**src/rtl/interrupter_pkg.sv**
```systemverilog
// Shared types and clamp helper for the interrupter timing stage.
// Field widths follow CNT_W_DEF; the top must be built with CNT_W equal to it.
package interrupter_pkg;

  localparam int CNT_W_DEF = 16;

  typedef enum logic [1:0] {
    IDLE,
    ON,
    OFF,
    FAULT
  } state_t;

  typedef struct packed {
    logic [CNT_W_DEF-1:0] period;
    logic [CNT_W_DEF-1:0] on;
  } cfg_t;

  typedef struct packed {
    logic [CNT_W_DEF-1:0] on_eff;
    logic [CNT_W_DEF-1:0] off_eff;
  } act_t;

  // A zero period or a zero on-time means stopped, so on_eff is forced to 0.
  function automatic act_t clamp_cfg(
    input cfg_t                 c,
    input logic [CNT_W_DEF-1:0] max_on,
    input logic [CNT_W_DEF-1:0] min_off
  );
    act_t                 res;
    logic [CNT_W_DEF-1:0] diff;
    res.on_eff = (c.on > max_on) ? max_on : c.on;
    if (c.period == '0) begin
      res.on_eff = '0;
    end
    diff = c.period - res.on_eff;
    if (c.period > res.on_eff) begin
      res.off_eff = (diff > min_off) ? diff : min_off;
    end else begin
      res.off_eff = min_off;
    end
    return res;
  endfunction

endpackage

```
**src/rtl/interrupter_cfg_shadow.sv**
```systemverilog
// Double-buffered config: staging register with valid/ready intake, clamped active register.
// Transfer takes one edge; ready stays low while a staged config is waiting for a boundary.
module interrupter_cfg_shadow
  import interrupter_pkg::*;
#(
  parameter int MAX_ON_TICKS  = 200,
  parameter int MIN_OFF_TICKS = 10
) (
  input  logic i_clk,
  input  logic i_rst_n,
  input  logic i_cfg_vld,
  output logic o_cfg_rdy,
  input  cfg_t i_cfg_dat,
  input  logic i_xfer_win,
  output act_t o_act_dat,
  output act_t o_nxt_dat
);

  localparam logic [CNT_W_DEF-1:0] MAX_ON  = CNT_W_DEF'(MAX_ON_TICKS);
  localparam logic [CNT_W_DEF-1:0] MIN_OFF = CNT_W_DEF'(MIN_OFF_TICKS);

  cfg_t r_stage;
  logic r_pend;
  act_t r_act;

  logic w_accept;
  logic w_xfer;
  act_t w_clamped;

  assign w_accept  = i_cfg_vld & ~r_pend;
  assign w_xfer    = i_xfer_win & r_pend;
  assign w_clamped = clamp_cfg(r_stage, MAX_ON, MIN_OFF);

  always_ff @(posedge i_clk or negedge i_rst_n) begin
    if (!i_rst_n) begin
      r_stage <= '0;
      r_pend  <= 1'b0;
      r_act   <= '0;
    end else begin
      if (w_xfer) begin
        r_act <= w_clamped;
      end
      // A same-cycle accept re-arms pending with the new value after the old one moves out.
      if (w_accept) begin
        r_stage <= i_cfg_dat;
        r_pend  <= 1'b1;
      end else if (w_xfer) begin
        r_pend <= 1'b0;
      end
    end
  end

  assign o_cfg_rdy = ~r_pend;
  assign o_act_dat = r_act;
  assign o_nxt_dat = w_xfer ? w_clamped : r_act;

endmodule

```
**src/rtl/interrupter_pulse_gen.sv**
```systemverilog
// Interrupter gate window generator driven by the divider tick; gate/period_start registered,
// fault kills gate combinationally. Config intake backpressures via cfg_ready until a period boundary.
module interrupter_pulse_gen
  import interrupter_pkg::*;
#(
  parameter int CNT_W         = CNT_W_DEF,
  parameter int MAX_ON_TICKS  = 200,
  parameter int MIN_OFF_TICKS = 10
) (
  input  logic             clock_in,
  input  logic             reset_n,
  input  logic             tick_en,
  input  logic             enable,
  input  logic             cfg_valid,
  output logic             cfg_ready,
  input  logic [CNT_W-1:0] cfg_period,
  input  logic [CNT_W-1:0] cfg_on,
  input  logic             fault,
  input  logic             fault_clear,
  output logic             gate,
  output logic             period_start,
  output logic             faulted
);

  state_t           r_state;
  logic [CNT_W-1:0] r_cnt;
  logic             r_gate;
  logic             r_period_start;
  logic             r_faulted;

  cfg_t w_cfg_dat;
  act_t w_act;
  act_t w_nxt;
  logic w_tick_end;
  logic w_xfer_win;

  assign w_cfg_dat  = '{period: cfg_period, on: cfg_on};
  assign w_tick_end = tick_en & (r_cnt == CNT_W'(1));
  assign w_xfer_win = ~fault & ((r_state == IDLE) | ((r_state == OFF) & w_tick_end));

  interrupter_cfg_shadow #(
    .MAX_ON_TICKS (MAX_ON_TICKS),
    .MIN_OFF_TICKS(MIN_OFF_TICKS)
  ) u_cfg_shadow (
    .i_clk     (clock_in),
    .i_rst_n   (reset_n),
    .i_cfg_vld (cfg_valid),
    .o_cfg_rdy (cfg_ready),
    .i_cfg_dat (w_cfg_dat),
    .i_xfer_win(w_xfer_win),
    .o_act_dat (w_act),
    .o_nxt_dat (w_nxt)
  );

  always_ff @(posedge clock_in or negedge reset_n) begin
    if (!reset_n) begin
      r_state        <= IDLE;
      r_cnt          <= '0;
      r_gate         <= 1'b0;
      r_period_start <= 1'b0;
      r_faulted      <= 1'b0;
    end else if (fault) begin
      r_state        <= FAULT;
      r_cnt          <= '0;
      r_gate         <= 1'b0;
      r_period_start <= 1'b0;
      r_faulted      <= 1'b1;
    end else begin
      r_period_start <= 1'b0;
      case (r_state)
        IDLE: begin
          // Start decision uses the active config as it stands this cycle.
          if (tick_en & enable & (w_act.on_eff != '0)) begin
            r_state        <= ON;
            r_cnt          <= w_act.on_eff;
            r_gate         <= 1'b1;
            r_period_start <= 1'b1;
          end
        end
        ON: begin
          if (w_tick_end | ~enable) begin
            r_state <= OFF;
            r_cnt   <= w_act.off_eff;
            r_gate  <= 1'b0;
          end else if (tick_en & (r_cnt != '0)) begin
            r_cnt <= r_cnt - CNT_W'(1);
          end
        end
        OFF: begin
          // At the boundary the freshly transferred config decides the next period.
          if (w_tick_end) begin
            if (enable & (w_nxt.on_eff != '0)) begin
              r_state        <= ON;
              r_cnt          <= w_nxt.on_eff;
              r_gate         <= 1'b1;
              r_period_start <= 1'b1;
            end else begin
              r_state <= IDLE;
              r_cnt   <= '0;
            end
          end else if (tick_en & (r_cnt != '0)) begin
            r_cnt <= r_cnt - CNT_W'(1);
          end
        end
        FAULT: begin
          r_cnt     <= '0;
          r_gate    <= 1'b0;
          r_faulted <= 1'b1;
          if (fault_clear) begin
            r_state   <= IDLE;
            r_faulted <= 1'b0;
          end
        end
        default: begin
          r_state <= IDLE;
          r_cnt   <= '0;
          r_gate  <= 1'b0;
        end
      endcase
    end
  end

  assign gate         = r_gate & ~fault;
  assign period_start = r_period_start;
  assign faulted      = r_faulted;

endmodule
```
**config.mk**
```make
export PLATFORM = sky130hd
export DESIGN_NAME = interrupter_pulse_gen
export DESIGN_NICKNAME = d
export VERILOG_FILES = /design/src/rtl/interrupter_pkg.sv /design/src/rtl/interrupter_cfg_shadow.sv /design/src/rtl/interrupter_pulse_gen.sv
export SDC_FILE = /design/constraint.sdc
export NUM_CORES = 1
export LEC_CHECK = 0
export BUFFER_PORTS_ARGS = -buffer_cell sky130_fd_sc_hd__buf_2
export CELL_PAD_IN_SITES_DETAIL_PLACEMENT = 0
export CELL_PAD_IN_SITES_GLOBAL_PLACEMENT = 1
export CORE_ASPECT_RATIO = 0.75
export CORE_MARGIN = 5
export CORE_UTILIZATION = 47
export CTS_CLUSTER_SIZE = 16
export DETAILED_ROUTE_END_ITERATION = 12
export GPL_TIMING_DRIVEN = 0
export PLACE_DENSITY = 0.9
export SLEW_MARGIN = 40
export SYNTH_ARGS = -nofsm -noshare
export SYNTH_HDL_FRONTEND = slang
export SYNTH_SLANG_ARGS = --single-unit
```
**constraint.sdc**
```tcl
create_clock -name clock_in -period 4.35 [get_ports clock_in]
set_input_delay 0.87 -clock clock_in [delete_from_list [all_inputs] [get_ports clock_in]]
set_output_delay 0.87 -clock clock_in [all_outputs]
set_load 0.02 [all_outputs]
```
-- Yosys cells after proc, flatten, opt, wreduce, memory -nomap -nowiden
Index checks and enable logic that the tools add are counted.
- logic and storage cells: 83
- register bits: 86
- equal/unequal tests: 9
- bitwise operators: 15
- order comparisons: 3
- reduce and logical (&&, ||, !) cells: 9
- muxes and demuxes: 35
- add/subtract/negate cells: 2
- operators by type and width (cell ; count):
    two-way mux 16 bit ; 10
    one-hot mux 16 bit (4 select lines) ; 1
    nonzero test 16 bit ; 3
    two-way mux 32 bit ; 1
    == test 16 x 1 -> 1 bit, second input constant ; 1
    > comparator 16 bit ; 1
    > comparator 16 x 4 -> 1 bit, second input constant ; 1
    > comparator 16 x 8 -> 1 bit, second input constant ; 1
    logical NOT 16 bit ; 1
    subtractor 16 x 1 -> 16 bit, second input constant ; 1
    subtractor 16 bit ; 1
    two-way mux 1 bit ; 15
    AND 1 bit ; 10
    two-way mux 2 bit ; 5
    != test 3 bit, second input constant ; 3
    one-hot mux 2 bit (4 select lines) ; 1
    AND reduction 4 bit ; 2
    != test 3 x 2 -> 1 bit, second input constant ; 2
    == test 2 bit, second input constant ; 2
    one-hot mux 1 bit (4 select lines) ; 1
    nonzero test 2 bit ; 2
    NOT 1 bit ; 3
    == test 2 x 1 -> 1 bit, second input constant ; 1
    logical NOT 2 bit ; 1
    other kinds (2) ; 3

-- Longest topological paths before layout
- depth after elaboration: 14
- depth in mapped cells: 16
- mapped depth without buffers: 15

-- Cells and area by module
A second synthesis with hierarchy kept.
- cell total of the unflattened synthesis: 611
- area, all modules: 5652.9 sq um
- modules (own cells, without submodules) (module ; cells each ; times used ; area each (sq um)):
    interrupter_cfg_shadow ; 315 ; 1 ; 3453.3
    interrupter_pulse_gen ; 296 ; 1 ; 2199.6

-- Least setup slack after synthesis
OpenSTA, ideal clock, no wires.
- kind: reg-to-reg
- from: reg r_cnt[2]
- to: reg r_period_start (netlist: period_start)
- cell stages (with the launch flop): 12
- setup time: 134 ps
- clock period less this slack: 3652 ps
- setup slack: 698 ps
- arrival: 3519 ps
- data required time: 4216 ps
- cells stage by stage: dfrtp_1 or4_1 buf_2 or4_4 buf_6 or3_1 buf_2 a21oi_4 mux2_2 or4_4 a41oi_2 nor3_1
- longest elaborated chain between the ends: 13
- RTL lines (element ; line ; RTL):
    start: declaration ; interrupter_pulse_gen.sv:26 ; logic [CNT_W-1:0] r_cnt;
    start signal: assignment ; interrupter_pulse_gen.sv:75 ; r_cnt <= w_act.on_eff;
    start signal: assignment ; interrupter_pulse_gen.sv:83 ; r_cnt <= w_act.off_eff;
    start signal: assignment ; interrupter_pulse_gen.sv:86 ; r_cnt <= r_cnt - CNT_W'(1);
    == test 16 x 1 -> 1 bit (*) ; interrupter_pulse_gen.sv:38 ; assign w_tick_end = tick_en & (r_cnt == CNT_W'(1));
    AND 1 bit (*) ; interrupter_pulse_gen.sv:38 ;
    AND 1 bit ; interrupter_pulse_gen.sv:39 ; assign w_xfer_win = ~fault & ((r_state == IDLE) | ((r_state == OFF) & w_tick_end));
    bitwise OR 1 bit ; interrupter_pulse_gen.sv:39 ;
    AND 1 bit ; interrupter_pulse_gen.sv:39 ;
    AND 1 bit ; interrupter_cfg_shadow.sv:31 ; assign w_xfer = i_xfer_win & r_pend;
    two-way mux 32 bit ; n/a ;
    nonzero test 16 bit ; interrupter_pulse_gen.sv:92 ; if (enable & (w_nxt.on_eff != '0)) begin
    AND 1 bit ; interrupter_pulse_gen.sv:92 ;
    two-way mux 1 bit ; interrupter_pulse_gen.sv:92 ;
    two-way mux 1 bit (*) ; interrupter_pulse_gen.sv:91 ; if (w_tick_end) begin
    one-hot mux 1 bit (2 select lines) (*) ; interrupter_pulse_gen.sv:70 ; case (r_state)
    two-way mux 1 bit (*) ; interrupter_pulse_gen.sv:62 ; end else if (fault) begin
    end signal: assignment ; interrupter_pulse_gen.sv:66 ; r_period_start <= 1'b0;
    end signal: assignment ; interrupter_pulse_gen.sv:69 ; r_period_start <= 1'b0;
    end signal: assignment ; interrupter_pulse_gen.sv:96 ; r_period_start <= 1'b1;
    end: declaration ; interrupter_pulse_gen.sv:28 ; logic r_period_start;
Mark *: on every way between the ends. The rest lies on a longest branch, timed or not.
A chain may end at the register's enable or synchronous reset.

-- Worst setup path in the final report
- from: reg u_cfg_shadow.r_stage[25] (netlist name)
- to: reg u_cfg_shadow.r_act, in the netlist u_cfg_shadow.o_act_dat[1]
- longest elaborated chain between the ends: 6
- RTL lines (element ; line ; RTL):
    start: declaration ; interrupter_cfg_shadow.sv:22 ; cfg_t r_stage;
    start signal: assignment ; interrupter_cfg_shadow.sv:45 ; r_stage <= i_cfg_dat;
    logical NOT 16 bit ; interrupter_pkg.sv:33 ; if (c.period == '0) begin
    two-way mux 16 bit ; interrupter_pkg.sv:33 ;
    subtractor 16 bit ; interrupter_pkg.sv:36 ; diff = c.period - res.on_eff;
    > comparator 16 x 4 -> 1 bit ; interrupter_pkg.sv:38 ; res.off_eff = (diff > min_off) ? diff : min_off;
    two-way mux 16 bit ; interrupter_pkg.sv:38 ;
    two-way mux 16 bit (*) ; interrupter_pkg.sv:37 ; if (c.period > res.on_eff) begin
    end signal: assignment ; interrupter_cfg_shadow.sv:41 ; r_act <= w_clamped;
    end: declaration ; interrupter_cfg_shadow.sv:24 ; act_t r_act;
Marks and branches as above.

==> impl_metrics.prom <==
# TYPE chip_impl_metric gauge
chip_impl_metric{name="use_met1",unit="%"} 36.32
chip_impl_metric{name="cts-root-to-sink-buffers",unit=""} 2
chip_impl_metric{name="yosys.cell_types.count",unit=""} 61
chip_impl_metric{name="grt.met3_usage",unit="%"} 5.512
chip_impl_info{name="grt_busiest_layer",value="met1"} 1
chip_impl_metric{name="routability_driven_placement_congestion_ratio",unit=""} 0.9586
chip_impl_metric{name="wl_per_cell",unit="um"} 20.51
chip_impl_metric{name="final.hold.worst_slack",unit="ns"} 0.4325
chip_impl_info{name="synth_top_family_by_area",value="compound AO/OA/AOI/OAI gates"} 1
chip_impl_metric{name="worst_clock_skew",unit="ns"} 0.004566
chip_impl_metric{name="instance_area_after_placement",unit="mm2"} 0.005768
chip_impl_metric{name="rows",unit=""} 33
chip_impl_metric{name="synth_sequential_area_ratio",unit="%"} 40.43
chip_impl_metric{name="yosys_warnings",unit=""} 0
chip_impl_metric{name="clock_tree.htree_level_count",unit=""} 3
chip_impl_metric{name="grt_start_max_net_pins",unit=""} 45
chip_impl_metric{name="final.period_utilization",unit="%"} 95.04
chip_impl_metric{name="detail_route.drc_violations",unit=""} 0
chip_impl_metric{name="drt_first_iter_violations",unit=""} 510
chip_impl_metric{name="yosys_register_bits",unit=""} 86
chip_impl_metric{name="die_area",unit="mm2"} 0.01358
chip_impl_metric{name="number_of_port_buffers",unit=""} 41
chip_impl_metric{name="post_synth.cell_area_avg",unit="um2"} 9.209
chip_impl_metric{name="crit_path_max_fanout",unit=""} 6
chip_impl_metric{name="number_of_buffer_and_inverter_stages_on_the_critical_path",unit=""} 3
chip_impl_metric{name="io_pins",unit=""} 43
chip_impl_metric{name="die_w",unit="um"} 132.9
chip_impl_metric{name="routed_wl",unit="um"} 16100
chip_impl_info{name="critical-path-slowest-cell",value="sky130_fd_sc_hd__nor4_1"} 1
chip_impl_metric{name="worst-endpoint-required",unit="ns"} 4.58
chip_impl_metric{name="synthAdderAreaFrac",unit="%"} 4.843
chip_impl_metric{name="grt_pass1_wl",unit="um"} 25420
chip_impl_metric{name="post_drt_antenna_nets",unit=""} 0
chip_impl_metric{name="synth-edff-count",unit=""} 0
chip_impl_metric{name="worstPathArrival",unit="ns"} 4.37
chip_impl_metric{name="detail_route.vias_per_cell",unit=""} 6.220
chip_impl_info{name="critical_path_endpoint_category",value="register"} 1
chip_impl_metric{name="maxSlewViolCount",unit=""} 0
chip_impl_info{name="crit_path_cell_trace",value="nor4_1 -> nand4_1 -> buf_4 -> nor3b_4 -> and2_1 -> ha_1 -> inv_1 -> fa_1 -> a211oi_2 -> o21ai_1 -> nand4_1 -> a31oi_2 -> a211oi_2 -> nor4_2 -> inv_1 -> o32a_1"} 1
chip_impl_metric{name="cts_num_sinks",unit=""} 86
chip_impl_metric{name="synth_mux_area_share",unit="%"} 8.157
chip_impl_metric{name="ctsHoldBuffers",unit=""} 0
chip_impl_metric{name="pwr_density_cell",unit="mW/mm2"} 645.4
chip_impl_metric{name="clkLatencyLatePin",unit="ns"} 0.35
chip_impl_metric{name="drt_first_pass_iters",unit=""} 5
chip_impl_metric{name="drive_above_1_share",unit="%"} 18.91
chip_impl_metric{name="finish.cell_count_without_fillers",unit=""} 785
chip_impl_metric{name="antenna-diode-count",unit=""} 0
chip_impl_metric{name="initial_core_util",unit="%"} 48.28
chip_impl_metric{name="syn2layout_area_growth",unit="%"} 16.24
chip_impl_metric{name="dr_total_vias",unit=""} 4883
chip_impl_info{name="worst_path_dominant_cell_family",value="simple AND/OR/NAND/NOR gates"} 1
chip_impl_metric{name="first_global_vias",unit=""} 4749
chip_impl_metric{name="final_net_count",unit=""} 699
chip_impl_metric{name="fmax",unit="MHz"} 241.9
chip_impl_metric{name="slew_headroom",unit="%"} 51.50
chip_impl_metric{name="leakage",unit="nW"} 2.654
chip_impl_metric{name="place_hpwl",unit="um"} 12160
chip_impl_metric{name="antenna_found_initial",unit=""} 0
chip_impl_metric{name="final_core_util",unit="%"} 56.12
chip_impl_info{name="outcome",value="completed"} 1
chip_impl_metric{name="cts_made_buffers",unit=""} 9
chip_impl_metric{name="max_cap_viol_count",unit=""} 0
chip_impl_info{name="timing_worst_setup_path_type",value="register to register"} 1
chip_impl_metric{name="final_cell_area",unit="mm2"} 0.006187
chip_impl_info{name="worstHoldPathType",value="input pin to async pin"} 1
chip_impl_metric{name="hold_viol",unit=""} 0
chip_impl_info{name="cts_root_buf",value="sky130_fd_sc_hd__clkbuf_16"} 1
chip_impl_metric{name="worst-slew-pin-transition",unit="ns"} 0.7248
chip_impl_metric{name="post_synth_xor_area_fraction",unit="%"} 3.949
chip_impl_metric{name="clk_pin_slew_worst_paths",unit="ns"} 0.07
chip_impl_metric{name="irDropWorstVdd",unit="uV"} 335.1
chip_impl_metric{name="grt_use_met2",unit="%"} 35.73
chip_impl_metric{name="synth-simple-area-share",unit="%"} 18.29
chip_impl_metric{name="synthesis.area",unit="mm2"} 0.005323
chip_impl_metric{name="crit_path_max_cell_delay",unit="ns"} 0.46
chip_impl_info{name="synth_top_flop_cell",value="sky130_fd_sc_hd__dfrtp_1"} 1
chip_impl_metric{name="place.detailed.instances",unit=""} 767
chip_impl_info{name="startpoint_type",value="register"} 1
chip_impl_metric{name="synth_compound_area_share",unit="%"} 20.19
chip_impl_info{name="cts_tree",value="built"} 1
chip_impl_metric{name="synth_cells",unit=""} 578
chip_impl_metric{name="setup_violators_final",unit=""} 0
chip_impl_metric{name="core_region",unit="mm2"} 0.01102
chip_impl_metric{name="final_period_minus_worst_setup_slack",unit="ns"} 4.134
chip_impl_metric{name="die-height",unit="um"} 102.2
chip_impl_metric{name="globalRoute.totalOverflow",unit=""} 0
chip_impl_metric{name="global_route.usage.total",unit="%"} 24.21
chip_impl_metric{name="postSynth.asyncResetShare",unit="%"} 100.0
[final cells by class]
| type | instances | area [um2] |
|---|---|---|
| buffer | 27 | 112.6 |
| clock buffer | 10 | 229.0 |
| clock inverter | 6 | 93.84 |
| fill | 1012 | 4837 |
| inverter | 27 | 101.3 |
| multi-input combinational | 444 | 3069 |
| sequential | 86 | 2152 |
| tap | 140 | 175.2 |
| timing repair buffer | 45 | 254.0 |
[cell usage in the layout, fill, tap and decap left out, types with 4 or more instances in the layout]
| cell type | count |
|---|---|
| sky130_fd_sc_hd__a22oi_1 | 5 |
| sky130_fd_sc_hd__nor4_1 | 11 |
| sky130_fd_sc_hd__nand2b_1 | 4 |
| sky130_fd_sc_hd__nand3_1 | 15 |
| sky130_fd_sc_hd__a211oi_1 | 8 |
| sky130_fd_sc_hd__xnor2_1 | 17 |
| sky130_fd_sc_hd__o211ai_1 | 4 |
| sky130_fd_sc_hd__and2_1 | 4 |
| sky130_fd_sc_hd__clkbuf_1 | 23 |
| sky130_fd_sc_hd__nand2_1 | 49 |
| sky130_fd_sc_hd__and3_1 | 5 |
| sky130_fd_sc_hd__a21o_1 | 9 |
| sky130_fd_sc_hd__dfrtp_1 | 86 |
| sky130_fd_sc_hd__nand4_1 | 8 |
| sky130_fd_sc_hd__a21oi_1 | 16 |
| sky130_fd_sc_hd__buf_2 | 42 |
| sky130_fd_sc_hd__a22o_1 | 11 |
| sky130_fd_sc_hd__or3_1 | 4 |
| sky130_fd_sc_hd__nor2_1 | 53 |
| sky130_fd_sc_hd__inv_1 | 27 |
| sky130_fd_sc_hd__ha_1 | 18 |
| sky130_fd_sc_hd__o21ai_0 | 36 |
| sky130_fd_sc_hd__nor2b_1 | 6 |
| sky130_fd_sc_hd__o22ai_1 | 5 |
| sky130_fd_sc_hd__clkbuf_16 | 9 |
| sky130_fd_sc_hd__xor2_1 | 7 |
| sky130_fd_sc_hd__o32a_1 | 5 |
| sky130_fd_sc_hd__o31ai_1 | 6 |
| sky130_fd_sc_hd__mux2_2 | 35 |
| sky130_fd_sc_hd__a31oi_1 | 6 |
| sky130_fd_sc_hd__nor3_1 | 25 |
| sky130_fd_sc_hd__mux2i_1 | 4 |
| sky130_fd_sc_hd__conb_1 | 8 |
[logic make-up (layout without fill, tap and decap cells)]
kind of cell	after synthesis	in the layout
simple gates	200	200
compound gates	153	153
flops	86	86
buf+inv	55	115
mux	39	39
xor+xnor	24	24
fa+ha+maj	20	20
other cells	1	8
[worst paths after layout]
kind                                        endpoint  slack (ns)                       from  depth (start not counted)
max                        u_cfg_shadow.o_act_dat[1]        0.22   u_cfg_shadow.r_stage[25]                         16
min                         u_cfg_shadow.r_stage[27]        0.43                    reset_n                          1
max reg2reg                u_cfg_shadow.o_act_dat[1]        0.22   u_cfg_shadow.r_stage[25]                         16
min reg2reg                u_cfg_shadow.o_act_dat[2]        0.49  u_cfg_shadow.o_act_dat[2]                          2
max in group asynchronous    u_cfg_shadow.r_stage[8]        3.34                    reset_n                          2
min in group clock_in      u_cfg_shadow.o_act_dat[2]        0.49  u_cfg_shadow.o_act_dat[2]                          2
[sequential cells by signal, indices dropped and copies added (netlist names)]
signal                  count
u_cfg_shadow.r_pend         1
r_gate                      1
r_cnt                      16
u_cfg_shadow.r_stage       32
period_start                1
r_state                     2
faulted                     1
u_cfg_shadow.o_act_dat     32
[routing by layer]
metal  part of all wire (%)  vias to the layer above
li1                       -                     2248
met1                     48                     2440
met5                      0                        -
met3                    8.0                       16
met4                    1.3                        0
met2                     43                      179
[worst register-to-register path: cells and delay by family, from the launching register on]
kind                     cells  cell delay (ns)
buffers and inverters        3             0.45
AND/OR/NAND/NOR              6             1.54
flip-flops                   1             0.40
AO/OA/AOI/OAI                5             1.16
adder cells (fa/ha/maj)      2             0.45
[power breakdown]
| part | leakage (nW) | switching (mW) | internal (mW) |
|---|---|---|---|
| Clock | 0.154 | 0.346 | 0.509 |
| Sequential | 1.08 | 0.249 | 1.08 |
| Combinational | 1.42 | 1.04 | 0.767 |
[per-stage QoR]
stage	worst slack [ns]	setup TNS, ns	power [mW]
2_1_floorplan	0.6975	0	2.549
3_3_place_gp	-0.3943	-3.890	2.959
3_5_place_dp	-0.3731	-4.442	3.024
4_1_cts	0.05609	0	3.911
5_1_grt	-0.02873	-0.02873	4.243
6_report	0.2156	0	3.993
[synthesized netlist by cell type, types with 3 or more instances]
cell type	count	area, um2
sky130_fd_sc_hd__nand2b_1	4	25.02
sky130_fd_sc_hd__clkbuf_1	24	90.09
sky130_fd_sc_hd__o31a_1	3	26.28
sky130_fd_sc_hd__nand3_1	15	75.07
sky130_fd_sc_hd__inv_1	27	101.4
sky130_fd_sc_hd__dfrtp_1	86	2152
sky130_fd_sc_hd__nand4_1	8	50.05
sky130_fd_sc_hd__o22ai_1	5	31.28
sky130_fd_sc_hd__a311oi_1	3	26.28
sky130_fd_sc_hd__mux2_2	35	394.1
sky130_fd_sc_hd__or3_1	4	25.02
sky130_fd_sc_hd__o21ai_0	38	190.2
sky130_fd_sc_hd__o21bai_1	3	22.52
sky130_fd_sc_hd__mux2i_1	4	40.04
sky130_fd_sc_hd__o211ai_1	4	30.03
sky130_fd_sc_hd__xnor2_1	17	148.9
sky130_fd_sc_hd__a2111oi_0	3	26.28
sky130_fd_sc_hd__o32a_1	5	50.05
sky130_fd_sc_hd__o31ai_1	8	60.06
sky130_fd_sc_hd__a21oi_1	16	80.08
sky130_fd_sc_hd__nor4_1	14	87.58
sky130_fd_sc_hd__xor2_1	7	61.31
sky130_fd_sc_hd__a31oi_1	7	43.79
sky130_fd_sc_hd__a21o_1	9	67.56
sky130_fd_sc_hd__o32ai_1	3	26.28
sky130_fd_sc_hd__nor2b_1	6	37.54
sky130_fd_sc_hd__and2_1	4	25.02
sky130_fd_sc_hd__nor2_1	53	198.9
sky130_fd_sc_hd__a211oi_1	10	75.07
sky130_fd_sc_hd__nand2_1	49	183.9
sky130_fd_sc_hd__a21boi_0	3	22.52
sky130_fd_sc_hd__ha_1	19	237.7
sky130_fd_sc_hd__and3_1	6	37.54
sky130_fd_sc_hd__nor3_1	26	130.1
sky130_fd_sc_hd__a22o_1	11	96.34
sky130_fd_sc_hd__a22oi_1	5	37.54
[repair_timing]
action	in CTS	in global routing
setup endpoints to repair	16	15
setup buffers	0	3
resized for setup	7	11
pin swaps	0	4
(Power assumes the default switching activity.)
